### src/rtl/rowo_dpram.sv
// rowo_dpram -- single-clock, one-write-port / one-read-port RAM with
// independent port widths.  The write port (wdw bits) and the read port
// (rdw bits) view the same rdw*2^raw bits of storage; their widths may
// differ by a power-of-two ratio of 1, 2, 4 or 8.  Lanes are little-endian:
// the lowest write address inside a read word occupies the lowest bits.
//
// Ports
//   clk        rising-edge clock shared by both ports
//   rst        synchronous, active-low reset (clears q, blocks writes,
//              memory contents are left untouched)
//   data       write data, wdw bits
//   wraddress  write word address, waw bits
//   wren       write enable
//   rdaddress  read word address, raw bits
//   rden       read enable; q holds when low
//   q          registered read data, rdw bits, one cycle after rdaddress
//
// Read-during-write to the same location returns the pre-write contents.

module rowo_dpram #(
   parameter int rdw = 32,
   parameter int raw = 4,
   parameter int wdw = 32,
   localparam int ratio = (rdw >= wdw) ? rdw / wdw : wdw / rdw,
   localparam int lg    = $clog2(ratio),
   localparam int waw   = (rdw >= wdw) ? raw + lg : raw - lg
) (
   input  logic           clk,
   input  logic           rst,
   input  logic [wdw-1:0] data,
   input  logic [waw-1:0] wraddress,
   input  logic           wren,
   input  logic [raw-1:0] rdaddress,
   input  logic           rden,
   output logic [rdw-1:0] q
);

   // Physical words are as wide as the wider port, so every access touches
   // exactly one physical word: narrow writes become lane writes, narrow
   // reads become a lane select ahead of the output register.
   localparam int mw = (rdw >= wdw) ? rdw : wdw;
   localparam int ma = (rdw >= wdw) ? raw : waw;

   localparam bit ratio_ok =
      (rdw > 0) && (wdw > 0) &&
      ((rdw >= wdw) ? (rdw == ratio * wdw) : (wdw == ratio * rdw)) &&
      (ratio == 1 || ratio == 2 || ratio == 4 || ratio == 8) &&
      ((rdw >= wdw) || (raw > lg));

   generate
      if (!ratio_ok) begin : g_bad_ratio
         $error("rowo_dpram: port width ratio must be 1, 2, 4 or 8 (rdw=%0d wdw=%0d raw=%0d)",
                rdw, wdw, raw);
      end
   endgenerate

   logic [mw-1:0] mem [2**ma];

   generate
      if (lg == 0) begin : g_equal
         always_ff @(posedge clk) begin
            if (rst && wren)
               mem[wraddress] <= data;
         end

         always_ff @(posedge clk) begin
            if (!rst)
               q <= '0;
            else if (rden)
               q <= mem[rdaddress];
         end
      end else if (rdw > wdw) begin : g_narrow_wr
         // Upper write-address bits pick the row, lower bits pick the lane.
         logic [raw-1:0] wrow;
         logic [lg-1:0]  wlane;

         assign wrow  = wraddress[waw-1:lg];
         assign wlane = wraddress[lg-1:0];

         always_ff @(posedge clk) begin
            if (rst && wren) begin
               for (int k = 0; k < ratio; k++) begin
                  if (wlane == lg'(k))
                     mem[wrow][k*wdw +: wdw] <= data;
               end
            end
         end

         always_ff @(posedge clk) begin
            if (!rst)
               q <= '0;
            else if (rden)
               q <= mem[rdaddress];
         end
      end else begin : g_wide_wr
         // Upper read-address bits pick the row, lower bits pick the lane.
         logic [waw-1:0] rrow;
         logic [lg-1:0]  rlane;

         assign rrow  = rdaddress[raw-1:lg];
         assign rlane = rdaddress[lg-1:0];

         always_ff @(posedge clk) begin
            if (rst && wren)
               mem[wraddress] <= data;
         end

         always_ff @(posedge clk) begin
            if (!rst)
               q <= '0;
            else if (rden) begin
               for (int k = 0; k < ratio; k++) begin
                  if (rlane == lg'(k))
                     q <= mem[rrow][k*rdw +: rdw];
               end
            end
         end
      end
   endgenerate

endmodule

### config.mk
export PLATFORM = sky130hd
export DESIGN_NAME = rowo_dpram
export DESIGN_NICKNAME = d
export VERILOG_FILES = /design/src/rtl/rowo_dpram.sv
export SDC_FILE = /design/constraint.sdc
export NUM_CORES = 1
export LEC_CHECK = 0
export BUFFER_PORTS_ARGS = -buffer_cell sky130_fd_sc_hd__buf_4
export CAP_MARGIN = 0
export CORE_AREA = 2 2 248 250
export CTS_CLUSTER_DIAMETER = 50
export CTS_CLUSTER_SIZE = 28
export DETAILED_ROUTE_END_ITERATION = 8
export DIE_AREA = 0 0 250 252
export PLACE_DENSITY = 0.5
export SYNTH_ARGS = -nofsm -noshare
export SYNTH_HDL_FRONTEND = slang
export SYNTH_SLANG_ARGS = --single-unit
### constraint.sdc
create_clock -name clk -period 4.8 [get_ports clk]
set_clock_uncertainty 0.2 [all_clocks]
set_input_delay 0.24 -clock clk [delete_from_list [all_inputs] [get_ports clk]]
set_output_delay 0.24 -clock clk [all_outputs]
set_load 0.01 [all_outputs]
== After elaboration in Yosys (flattened, before gate mapping) ==
Memories as Yosys holds them, arrays and structs flattened. A register that Yosys moved wholly into a read port is not among the register bits.
Index checks and enable logic that the tools add are counted.

* Input bits: 44
* Memory bits (read-only): 0
* Memory bits (writable): 512
* Output and inout port bits: 32
* Bits in registers: 0
* Memories: 1
* Logic and storage cells: 5
* Latch bits: 0

{| class="wikitable"
|+ Memory list
! name !! words !! bits a word !! read ports !! clocked after Yosys merged registers in !! write ports !! line !! RTL
|-
| mem || 16 || 32 || 1 || 1 || 1 || 57 || <nowiki>logic [mw-1:0] mem [2**ma];</nowiki>
|}

* Equal/unequal tests: 0
* Multiply operators: 0
* Reduce and logical (&&, ||, !) cells: 2
* Magnitude comparators: 0
* Add/subtract/negate cells: 0
* Divide/modulo/power cells: 0
* Bitwise operators: 0
* Shifts and indexed selects: 0
* Multiplexer cells: 2

{| class="wikitable"
|+ Operators with widths
! cell !! number
|-
| two-way mux 1 bit || 2
|-
| logical AND 1 bit || 1
|-
| logical NOT 1 bit || 1
|}

== Depth between registers and ports, before layout ==
Gate-level depths: netlist (run 1).

* Word-level depth: 3
* Depth in mapped cells: 7
* Mapped depth without buffers: 4

== Worst setup path after synthesis (run 1) ==
OpenSTA, ideal clock, no wires.

* Kind: in2reg
* Start: input port wraddress[2]
* End: memory mem[0][0] (netlist name) (enable)
* Path buffers: 0
* Stages: 2
* Path slack: 1.260 ns
* Data required time: 4.139 ns
* Setup time: 0.461 ns
* Arrival time: 2.879 ns
* Cell sequence: or3_1 nor3_1

{| class="wikitable"
|+ RTL lines
! item !! line !! RTL
|-
| start, declared || 31 || <nowiki>input logic [waw-1:0] wraddress,</nowiki>
|-
| end, declared || 57 ||
|}

No word-level cell before the write port.

== Worst setup path after layout (run 1) ==
* Start: input port rst
* End: memory mem[3][30] (netlist name) (enable)

* Cells in the longest elaborated chain, start to end: 3

{| class="wikitable"
|+ Ends and longest elaborated chain
! item !! line !! RTL
|-
| start, declared || 29 || <nowiki>input logic rst,</nowiki>
|-
| logical AND 1 bit || 62 || <nowiki>if (rst && wren)</nowiki>
|-
| two-way mux 1 bit || 62 ||
|-
| two-way mux 1 bit (not written as such) || 63 || <nowiki>mem[wraddress] <= data;</nowiki>
|}

No other way between the ends.

==> impl_metrics.csv, run 1 <==
group,metric,value,unit
power_and_ir_drop,p_clk_share,41.4,%
clocking,root_buffer,"clkbuf_16",
place,dpl_worst_slack,2.223,ns
power_and_ir_drop,netSwitchingFraction,22.19,%
synthesis,synth_seq_area_share,76.74,%
timing,max_freq,510.2,MHz
synthesis,synth_edf_count,512,
clocking,cts_resized,0,
routing,viasPerCell,5.023,
timing,finalWorstSetupSlack,2.840,ns
synthesis,yosysTopAreaCell,"edfxtp_1",
clocking,clk_pin_slew,0.08,ns
place,place_inst,2029,
timing,hold_slack,0.1154,ns
timing,finalSetupViolations,0,
layout,layout.cells.non_filler,2152,
grt,track_usage,15.64,%
synthesis,yosys-top-cells-area,"edfxtp_1 74%, mux2i_1 12%, dfxtp_1 3.1%, nand3_1 2.3%, a22oi_1 2.3%",
floorplanning,row_count,90,
place,dp_hpwl,25300,µm
setup_path,path_cells,"buf_4 -> nand2_1 -> or3_1 -> nor2_4",
setup_path,max_stage_delay,0.96,ns
timing,period_minus_slack,1.960,ns
synthesis,synth_commonest_cells,"512 x edfxtp_1, 256 x mux2i_1, 99 x nand2_1, 97 x nand3_1",
layout,drive_above_1_share,14.74,%
synthesis,netlist.area_leader.share,73.67,%
clocking,cts.sinks,544,
power_and_ir_drop,vdd_drop_max,268.2,µV
routing,vias,10810,
clocking,post_cts_buffers,0,
floorplanning,die_h,252,µm
clocking,cts_buffer_depth,3,
setup_path,crit_required,4.80,ns
grt,grt_pass1_vias,11210,
clocking,ctsHtreeMaxLevel,2,
floorplanning,io_pins,76,
synthesis,synth-seq-cells,544,
flow_run,cap_violations,0,
synthesis,synth_area,0.02087,mm²
power_and_ir_drop,p_switching,2.200,mW
setup_path,cp-end-kind,"flip-flop",
synthesis,ys.flop_type,"edfxtp_1",
timing,tns,0,ns
synthesis,async_reset_ff_share,0,%
power_and_ir_drop,leakage,8.485,nW
status,status,"completed",
power_and_ir_drop,power,9.913,mW
place,place.gp.congestion,0.7157,
setup_path,crit_slowest_cell,"nor2_4",
clocking,clkLatencyLatePin,0.61,ns
routing,drtAntennaViolNets,0,
routing,drt-pass1-iter-count,5,
grt,antenna_found_initial,0,
synthesis,synth.distinct_cells,24,
setup_path,cp-start-kind,"primary input",
synthesis,syn_area_per_cell,17.13,µm²
layout,finish.net_count,1375,
routing,drtIter0Drc,766,
clocking,cts_made_buffers,50,
floorplanning,die_x,250,µm
timing,period_share,40.83,%
floorplanning,coreArea,0.06013,mm²
synthesis,synthCells,1218,
grt,grt_pass1_wl,73060,µm
timing,worst_slew_pin_slew,1.298,ns
timing,max_slew_margin,13.26,%
floorplanning,dieArea,0.06300,mm²
timing,rsz0062_at_grt,"no",
timing,hold_violations,0,
synthesis,yosysMostFrequentCell,"edfxtp_1",
grt,grt_max_degree,81,
setup_path,crit_fanout,32,
floorplanning,initial_core_util,34.71,%
routing,drc,0,
power_and_ir_drop,power-per-cell-area,407.7,mW/mm²
power_and_ir_drop,power_frac_comb,5.2,%
setup_path,worstPathArrival,1.96,ns
timing,drv_slew,0,
setup_path,path_class,"in -> reg",
routing,wl_per_cell,22.59,µm
layout,antenna_cells,0,
routing,routed_wl,48620,µm
power_and_ir_drop,p_int,7.713,mW
grt,grt_overflow,0,
clocking,hold_buffers,32,
layout,area_growth,16.50,%
place,portBuffers,75,
hold_path,hp-class,"in -> reg",
clocking,cts_tree,"yes",
power_and_ir_drop,seqPwrFrac,53.4,%
synthesis,synthesis.nets,1262,
synthesis,yosysWarnings,0,
==> power by group through the flow <==
stage | Clock, mW | Combinational (mW) | Sequential [mW]
floorplan | 0 | 0.267 | 5.40
global placement | 0 | 0.497 | 5.40
detailed placement | 0 | 0.503 | 5.40
CTS | 4.22 | 0.526 | 5.29
global route | 4.41 | 0.562 | 5.30
finish | 4.11 | 0.515 | 5.29
==> cell type report <==
class                           count  area, µm²
Timing Repair Buffer              127       1104
Clock inverter                     33      389.1
Clock buffer                       58       1323
Multi-Input combinational cell    608       4506
Tap cell                          782      978.4
Fill cell                        5460      35820
Sequential cell                   544      16020
==> state kept, by name, summed over array words and instances (netlist names) <==
| signal | cells |
|---|---|
| mem | 512 |
| q | 32 |
==> per-layer routing <==
metal	up-vias	global-route usage, %	wire length (µm)
li1	4974	-	-
met1	5579	21.40	22460
met2	196	26.00	23380
met3	61	2.930	1967
met4	0	3.473	815
met5	-	0	0
==> cell usage in the layout, fill, tap and decap left out, drive strengths merged <==
cell / Yosys / layout
a21oi: 64 / 64
a22oi: 64 / 64
and2: 1 / 1
buf: 37 / 95
bufinv: 0 / 4
clkbuf: 29 / 58
clkinv: 0 / 11
clkinvlp: 0 / 6
dfxtp: 32 / 32
dlygate4sd3: 0 / 32
edfxtp: 512 / 512
inv: 0 / 12
mux2i: 256 / 256
nand2: 99 / 99
nand2b: 2 / 2
nand3: 97 / 97
nand3b: 1 / 1
nand4: 1 / 1
nand4b: 1 / 1
nor2: 14 / 14
nor2b: 3 / 3
nor3: 4 / 4
or3: 1 / 1
==> stage by stage <==
stage	utilization, %	area (µm²)
finish	40.43	24310
global placement	37.06	22280
detailed placement	37.06	22280
global route	40.43	24310
CTS	40.43	24310
floorplan	-	20870
==> final timing paths <==
kind | slack (ns) | from | cells after the start | to
worst max register to register | 3.49 | mem[5][18] | 4 | q[18]
worst min register to register | 0.26 | q[26] | 2 | q[26]
worst max-delay path | 2.84 | rst | 4 | mem[3][30]
worst min-delay path | 0.12 | rdaddress[0] | 6 | q[12]
==> cell families after synthesis <==
| logic type | share of synthesized area (%) |
|---|---|
| compound gates | 3.837 |
| buf+inv | 2.362 |
| simple gates | 4.784 |
| flops | 76.74 |
| mux | 12.28 |
==> worst max-delay path: cells and delay by family <==
family,cells,cell delay [ns]
buffers and inverters,1,0.16
and+or+nand+nor,3,1.53
(Power assumes the default switching activity.)
==> run 2: changes to the inputs <==
- ABC_AREA: default -> 1
- CORE_AREA: 2 2 248 250 -> 2 2 254 256
- DIE_AREA: 0 0 250 252 -> 0 0 256 258
- clock period: 4.8 -> 2 ns (I/O delays scaled with it)
==> run 2 against run 1 <==
  * Synthesized area grew 4.9%
  * Register-to-register slack lost 3.3 ns
  * Worst setup slack lost 2.8 ns
  * Count of clock-buffer cells in the layout shrank 9
  * Critical path depth grew 5
  * Hold slack lost 0.081 ns
  * Utilization grew 0.30 points
  * Critical path type unchanged
  * Combinational power grew to 3.2 times the previous value
==> impl_metrics.csv, run 2 <==
group,metric,value,unit
clocking,clkLatencyLatePin,0.61,ns
grt,met1_usage,23.30,%
timing,rsz0062_at_grt,"no",
setup_path,crit_slowest_cell,"dlygate4sd3_1",
grt,grt_pass1_vias,13420,
hold_path,hp-start,"rdaddress[1]",
setup_path,timing.rr.end,"q[6]",
synthesis,netlist.area_leader.share,70.26,%
setup_path,reg2reg_slack,0.20,ns
place,place_inst,2746,
layout,antenna_cells,0,
routing,drc,0,
clocking,post_cts_buffers,0,
timing,worst_slew_pin_slew,0.4977,ns
power_and_ir_drop,leakage,9.590,nW
synthesis,ys.flop_type,"edfxtp_1",
clocking,cts_made_buffers,47,
setup_path,cp-start-kind,"primary input",
layout,area_growth,18.48,%
routing,vias,13830,
layout,finish.net_count,2020,
clocking,ctsHtreeMaxLevel,2,
layout,layout.cells.non_filler,2869,
synthesis,synth_fa_ha_area_share,0,%
routing,drtAntennaViolNets,0,
grt,track_usage,16.66,%
synthesis,async_reset_ff_share,0,%
clocking,root_buffer,"clkbuf_16",
floorplanning,die_h,258,µm
synthesis,syn_area_per_cell,11.65,µm²
routing,routed_wl,55420,µm
floorplanning,io_pins,76,
synthesis,synth_xor_area_share,0,%
layout,largestRegisters,"mem x512, q x32",
clocking,cts_buffer_depth,3,
synthesis,synth_edf_count,512,
grt,grt_max_degree,73,
floorplanning,dieArea,0.06605,mm²
synthesis,synth_commonest_cells,"679 x nand2_1, 512 x edfxtp_1, 418 x nand3_1, 82 x nor2_1, 39 x inv_1",
place,dpl_worst_slack,0.2272,ns
grt,grtUsageMet3,2.366,%
flow_run,cap_violations,0,
setup_path,worstPathArrival,2.22,ns
setup_path,ff2ff_path_depth,9,
layout,fin_util,40.74,%
status,status,"completed",
floorplanning,die_x,256,µm
layout,largest-register,"mem",
routing,drtIter0Drc,1304,
timing,max_slew_margin,66.82,%
timing,drv_slew,0,
synthesis,synth.distinct_cells,15,
timing,finalSetupViolations,0,
synthesis,synthMuxAreaShare,0,%
floorplanning,initial_core_util,34.38,%
setup_path,path_cells,"dlygate4sd3_1 -> buf_6 -> clkinv_1 -> buf_4 -> nand2_1 -> nand3_1 -> nand2_1 -> dlygate4sd3_1 -> inv_1",
power_and_ir_drop,power,24.80,mW
setup_path,timing.rr.start,"mem[13][6]",
setup_path,path_class,"in -> reg",
layout,drive_above_1_share,11.47,%
hold_path,hold_end,"q[3]",
synthesis,yosys-top-cells-area,"edfxtp_1 70%, nand2_1 12%, nand3_1 9.6%, dfxtp_1 2.9%, nor2_1 1.4%",
synthesis,synth_seq_area_share,73.18,%
routing,viasPerCell,4.821,
synthesis,yosysMostFrequentCell,"nand2_1",
clocking,cts.sinks,544,
floorplanning,row_count,93,
synthesis,synth_top_family_by_area,"simple AND/OR/NAND/NOR gates",
setup_path,max_stage_delay,0.54,ns
floorplanning,coreArea,0.06365,mm²
grt,antenna_found_initial,0,
timing,max_freq,519.3,MHz
layout,largest_reg_flops,512,
power_and_ir_drop,vdd_drop_max,567.3,µV
timing,hold_violations,0,
synthesis,yosysTopAreaCell,"edfxtp_1",
setup_path,path_buf_inv,6,
setup_path,cp-end-kind,"flip-flop",
setup_path,startpoint,"rdaddress[3]",
clocking,clk_pin_slew,0.08,ns
layout,final_common_cell,"nand2_1",
place,dp_hpwl,28680,µm
synthesis,yosysWarnings,0,
timing,hold_slack,0.03466,ns
timing,finalWorstSetupSlack,0.07431,ns
timing,period_minus_slack,1.926,ns
synthesis,synthSimpleGateAreaFrac,22.61,%
synthesis,synthCells,1879,
hold_path,hp-class,"in -> reg",
grt,top_usage_layer,"met2",
hold_path,hold_depth,9,
synthesis,synth_area,0.02188,mm²
power_and_ir_drop,power-per-cell-area,956.4,mW/mm²
layout,final.fill_count,5991,
grt,grt_overflow,0,
routing,wl_per_cell,19.32,µm
routing,drt-pass1-iter-count,5,
grt,grt_pass1_wl,84140,µm
setup_path,crit_fanout,25,
place,place.gp.congestion,0.7394,
setup_path,crit_required,2.29,ns
synthesis,synth-seq-cells,544,
clocking,cts_tree,"yes",
place,portBuffers,75,
setup_path,critPathTopFamily,"buffers and inverters",
grt,grt.met2_usage,27.39,%
synthesis,synth_compound_area_share,0,%
timing,period_share,96.28,%
layout,layout_common_cells,"679 x nand2_1, 512 x edfxtp_1, 418 x nand3_1",
synthesis,synthesis.nets,1923,
## run 2: metrics by stage
stage | cell area, µm² | TNS, ns
after floorplan | 21890 | -130.40
after global placement | 23740 | 0
after detailed placement | 23740 | 0
after CTS | 25920 | 0
after global routing | 25930 | 0
final | 25930 | 0
## run 2: cell type report
type	instances	area, µm²	share of cell area [%]
clock inverters	38	600.6	2.316
clock buffers	49	1226	4.729
inverters	41	161.4	0.6225
flip-flops and latches	544	16020	61.77
well taps	855	1070	4.126
multi-input cells	1179	5069	19.55
repair buffers	163	1787	6.891
## run 2: power breakdown
| group | switching (mW) | internal [mW] |
|---|---|---|
| clock | 5.04 | 5.46 |
| combinational | 1.08 | 0.561 |
| sequential | 0.0604 | 12.6 |
## run 2: layer usage
layer  part of all wire (%)  wire length, µm  vias up
met5                      0                0        -
met2                     47            25990      337
met1                     46            25730     6740
li1                       -                -     6686
met4                    2.0             1102        0
met3                    4.7             2597       69
## run 2: worst min-delay path, cell delays in order
cell and delay, ns:
buf_4 0.13, inv_4 0.09, nand3_1 0.09, nand3_1 0.07, nand2_1 0.07, nand2_1 0.06
nand3_1 0.10, nand2_1 0.06, inv_1 0.04
## run 2: logic make-up after synthesis
group	Yosys count
AND/OR/NAND/NOR	1179
buffers and inverters	156
flip-flops	544
## run 2: timing repair
action	4_1_cts	5_1_grt
gates resized for setup	0	1
hold buffers	36	0
setup endpoints to repair	0	1
endpoints found under the hold margin	544	0
## run 2: worst max path at each step
stage,cells after the start,slack (ns),end
2_1_floorplan,4,-0.34,mem[10][0]
3_3_place_gp,6,0.23,mem[14][0]
3_5_place_dp,6,0.23,mem[14][8]
4_1_cts,9,0.05,q[6]
5_1_grt,9,0.008,q[6]
6_report,9,0.07,q[6]
==> run 3: changes to the inputs <==
- PLACE_DENSITY: 0.5 -> 0.59
- clock period: 2 -> 2.15 ns (I/O delays scaled with it)
==> run 3 against run 2 <==
  * Design area down 1.5%
  * Sequential cell count unchanged
  * Utilization decreased by 0.63 points
  * Via count is 1.0% higher
  * Worst setup slack gained 0.43 ns
  * Non-clock buffer count up 1
  * Wire length shrank 7.1%
  * Sequential power decreased by 7%
  * Critical endpoint is now q[3]
  * Global-route usage fell by 1.3 points
  * Largest cell class unchanged
==> impl_metrics.csv, run 3 (synthesis gave the netlist of run 2 again) <==
group,metric,value,unit
status,status,"completed",
clocking,clk_pin_slew,0.08,ns
flow_run,cap_violations,0,
layout,finalInstanceArea,0.02553,mm²
clocking,cts_resized,0,
timing,worst_slew_pin_slew,0.5928,ns
setup_path,path_cells,"dlygate4sd3_1 -> buf_4 -> buf_12 -> nand3_1 -> nand3_1 -> nand2_1 -> nand2_1 -> nand3_1 -> nand2_1 -> inv_1",
grt,antenna_found_initial,0,
layout,final.fill_count,5990,
timing,drv_slew,0,
floorplanning,dieArea,0.06605,mm²
timing,tns,0,ns
clocking,cts_made_buffers,42,
setup_path,crit_fanout,70,
hold_path,hp-class,"in -> reg",
timing,hold_violations,0,
routing,viasPerCell,4.886,
layout,final_common_cell,"nand2_1",
routing,routed_wl,51480,µm
place,portBuffers,75,
setup_path,worstPathArrival,1.93,ns
grt,grt_pass1_wl,79810,µm
floorplanning,die_x,256,µm
layout,largest-register,"mem",
grt,grt_overflow,0,
place,place_area,0.02363,mm²
floorplanning,die_h,258,µm
layout,antenna_cells,0,
layout,area_growth,16.66,%
clocking,cts.sinks,544,
timing,max_freq,609.0,MHz
setup_path,cp-end-kind,"flip-flop",
grt,grt_max_degree,87,
timing,period_share,76.37,%
routing,drt-pass1-iter-count,7,
setup_path,crit_required,2.44,ns
floorplanning,initial_core_util,34.38,%
setup_path,timing.rr.start,"mem[13][3]",
setup_path,ff2ff_path_depth,8,
place,place.gp.congestion,0.7683,
power_and_ir_drop,vdd_drop_max,506.2,µV
floorplanning,row_count,93,
layout,fin_util,40.11,%
power_and_ir_drop,leakage,9.429,nW
routing,drc,0,
clocking,post_cts_buffers,0,
grt,track_usage,15.40,%
routing,drtIter0Drc,1140,
floorplanning,coreArea,0.06365,mm²
layout,largestRegisters,"mem x512, q x32",
clocking,ctsHtreeMaxLevel,2,
setup_path,startpoint,"rdaddress[1]",
setup_path,reg2reg_slack,0.77,ns
floorplanning,io_pins,76,
setup_path,cp-start-kind,"primary input",
setup_path,crit_slowest_cell,"dlygate4sd3_1",
setup_path,path_class,"in -> reg",
timing,max_slew_margin,60.48,%
layout,layout_common_cells,"679 x nand2_1, 512 x edfxtp_1, 418 x nand3_1",
layout,largest_reg_flops,512,
layout,finish.net_count,2016,
setup_path,cp_num_cells,10,
setup_path,critPathTopFamily,"buffers and inverters",
place,dp_hpwl,29680,µm
setup_path,timing.rr.end,"q[3]",
grt,grt_pass1_vias,13630,
routing,drtAntennaViolNets,0,
timing,finalSetupViolations,0,
clocking,root_buffer,"clkbuf_16",
layout,drive_above_1_share,11.18,%
timing,period_minus_slack,1.642,ns
clocking,cts_buffer_depth,3,
routing,wl_per_cell,18.01,µm
setup_path,path_buf_inv,4,
setup_path,max_stage_delay,0.53,ns
power_and_ir_drop,power-per-cell-area,852.5,mW/mm²
timing,rsz0062_at_grt,"no",
clocking,cts_tree,"yes",
clocking,clkLatencyLatePin,0.60,ns
routing,vias,13970,
setup_path,cp-endpoint,"q[3]",
## run 3: worst min path at each step
| stage | from | endpoint | cells after the start |
|---|---|---|---|
| after global routing | rst | q[22] | 6 |
| after CTS | rst | q[22] | 6 |
| after global placement | data[28] | mem[0][28] | 1 |
| final | rst | q[20] | 6 |
| after detailed placement | data[14] | mem[6][14] | 1 |
| after floorplan | data[0] | mem[0][0] | 0 |
## run 3: power breakdown
part	switching [mW]	total (mW)	internal (mW)	leakage [nW]
combinational	0.985	1.48	0.493	3.81
sequential	0.0577	11.8	11.7	4.88
clock	4.39	8.50	4.11	0.745
total	5.43	21.8	16.3	9.43
## run 3: layer usage
metal	wire (µm)	vias up	GRT usage, %
met4	1084	0	4.191
met1	23260	6889	20.95
met5	0	-	0
met3	2203	79	2.140
met2	24930	322	25.94
li1	-	6680	-
## run 3: what timing repair did
item / in CTS / in global routing
hold buffers: 35 / 0
setup endpoints to repair: 0 / 0
endpoints found under the hold margin: 530 / 0
## run 3: final cells by class
class                      count  area (µm²)  area share (%)
tap                          855        1070           4.191
multi-input combinational   1179        5069           19.85
clock inverter                34       501.7           1.965
inverter                      41       161.4          0.6323
sequential                   544       16020           62.74
timing repair buffer         164        1660           6.504
clock buffer                  42        1051           4.117
## run 3: tightest hold or removal path, cell delays in order
cell and delay (ns):
buf_4 0.09, inv_1 0.04, buf_4 0.30, nor2_1 0.17, nand2_1 0.05, inv_1 0.04
## run 3: per-stage QoR
stage / setup slack [ns] / instances / hold WS, ns / total power, mW
detailed placement: 0.2791 / 2748 / 0.2228 / 13.46
finish: 0.5080 / 2859 / 0.04061 / 21.76
CTS: 0.5380 / 2859 / 0.006911 / 22.02
global placement: 0.3005 / 2748 / 0.2155 / 13.45
global route: 0.3921 / 2859 / 0.04405 / 22.53
floorplan: -0.1995 / 1879 / 0.006369 / 12.87
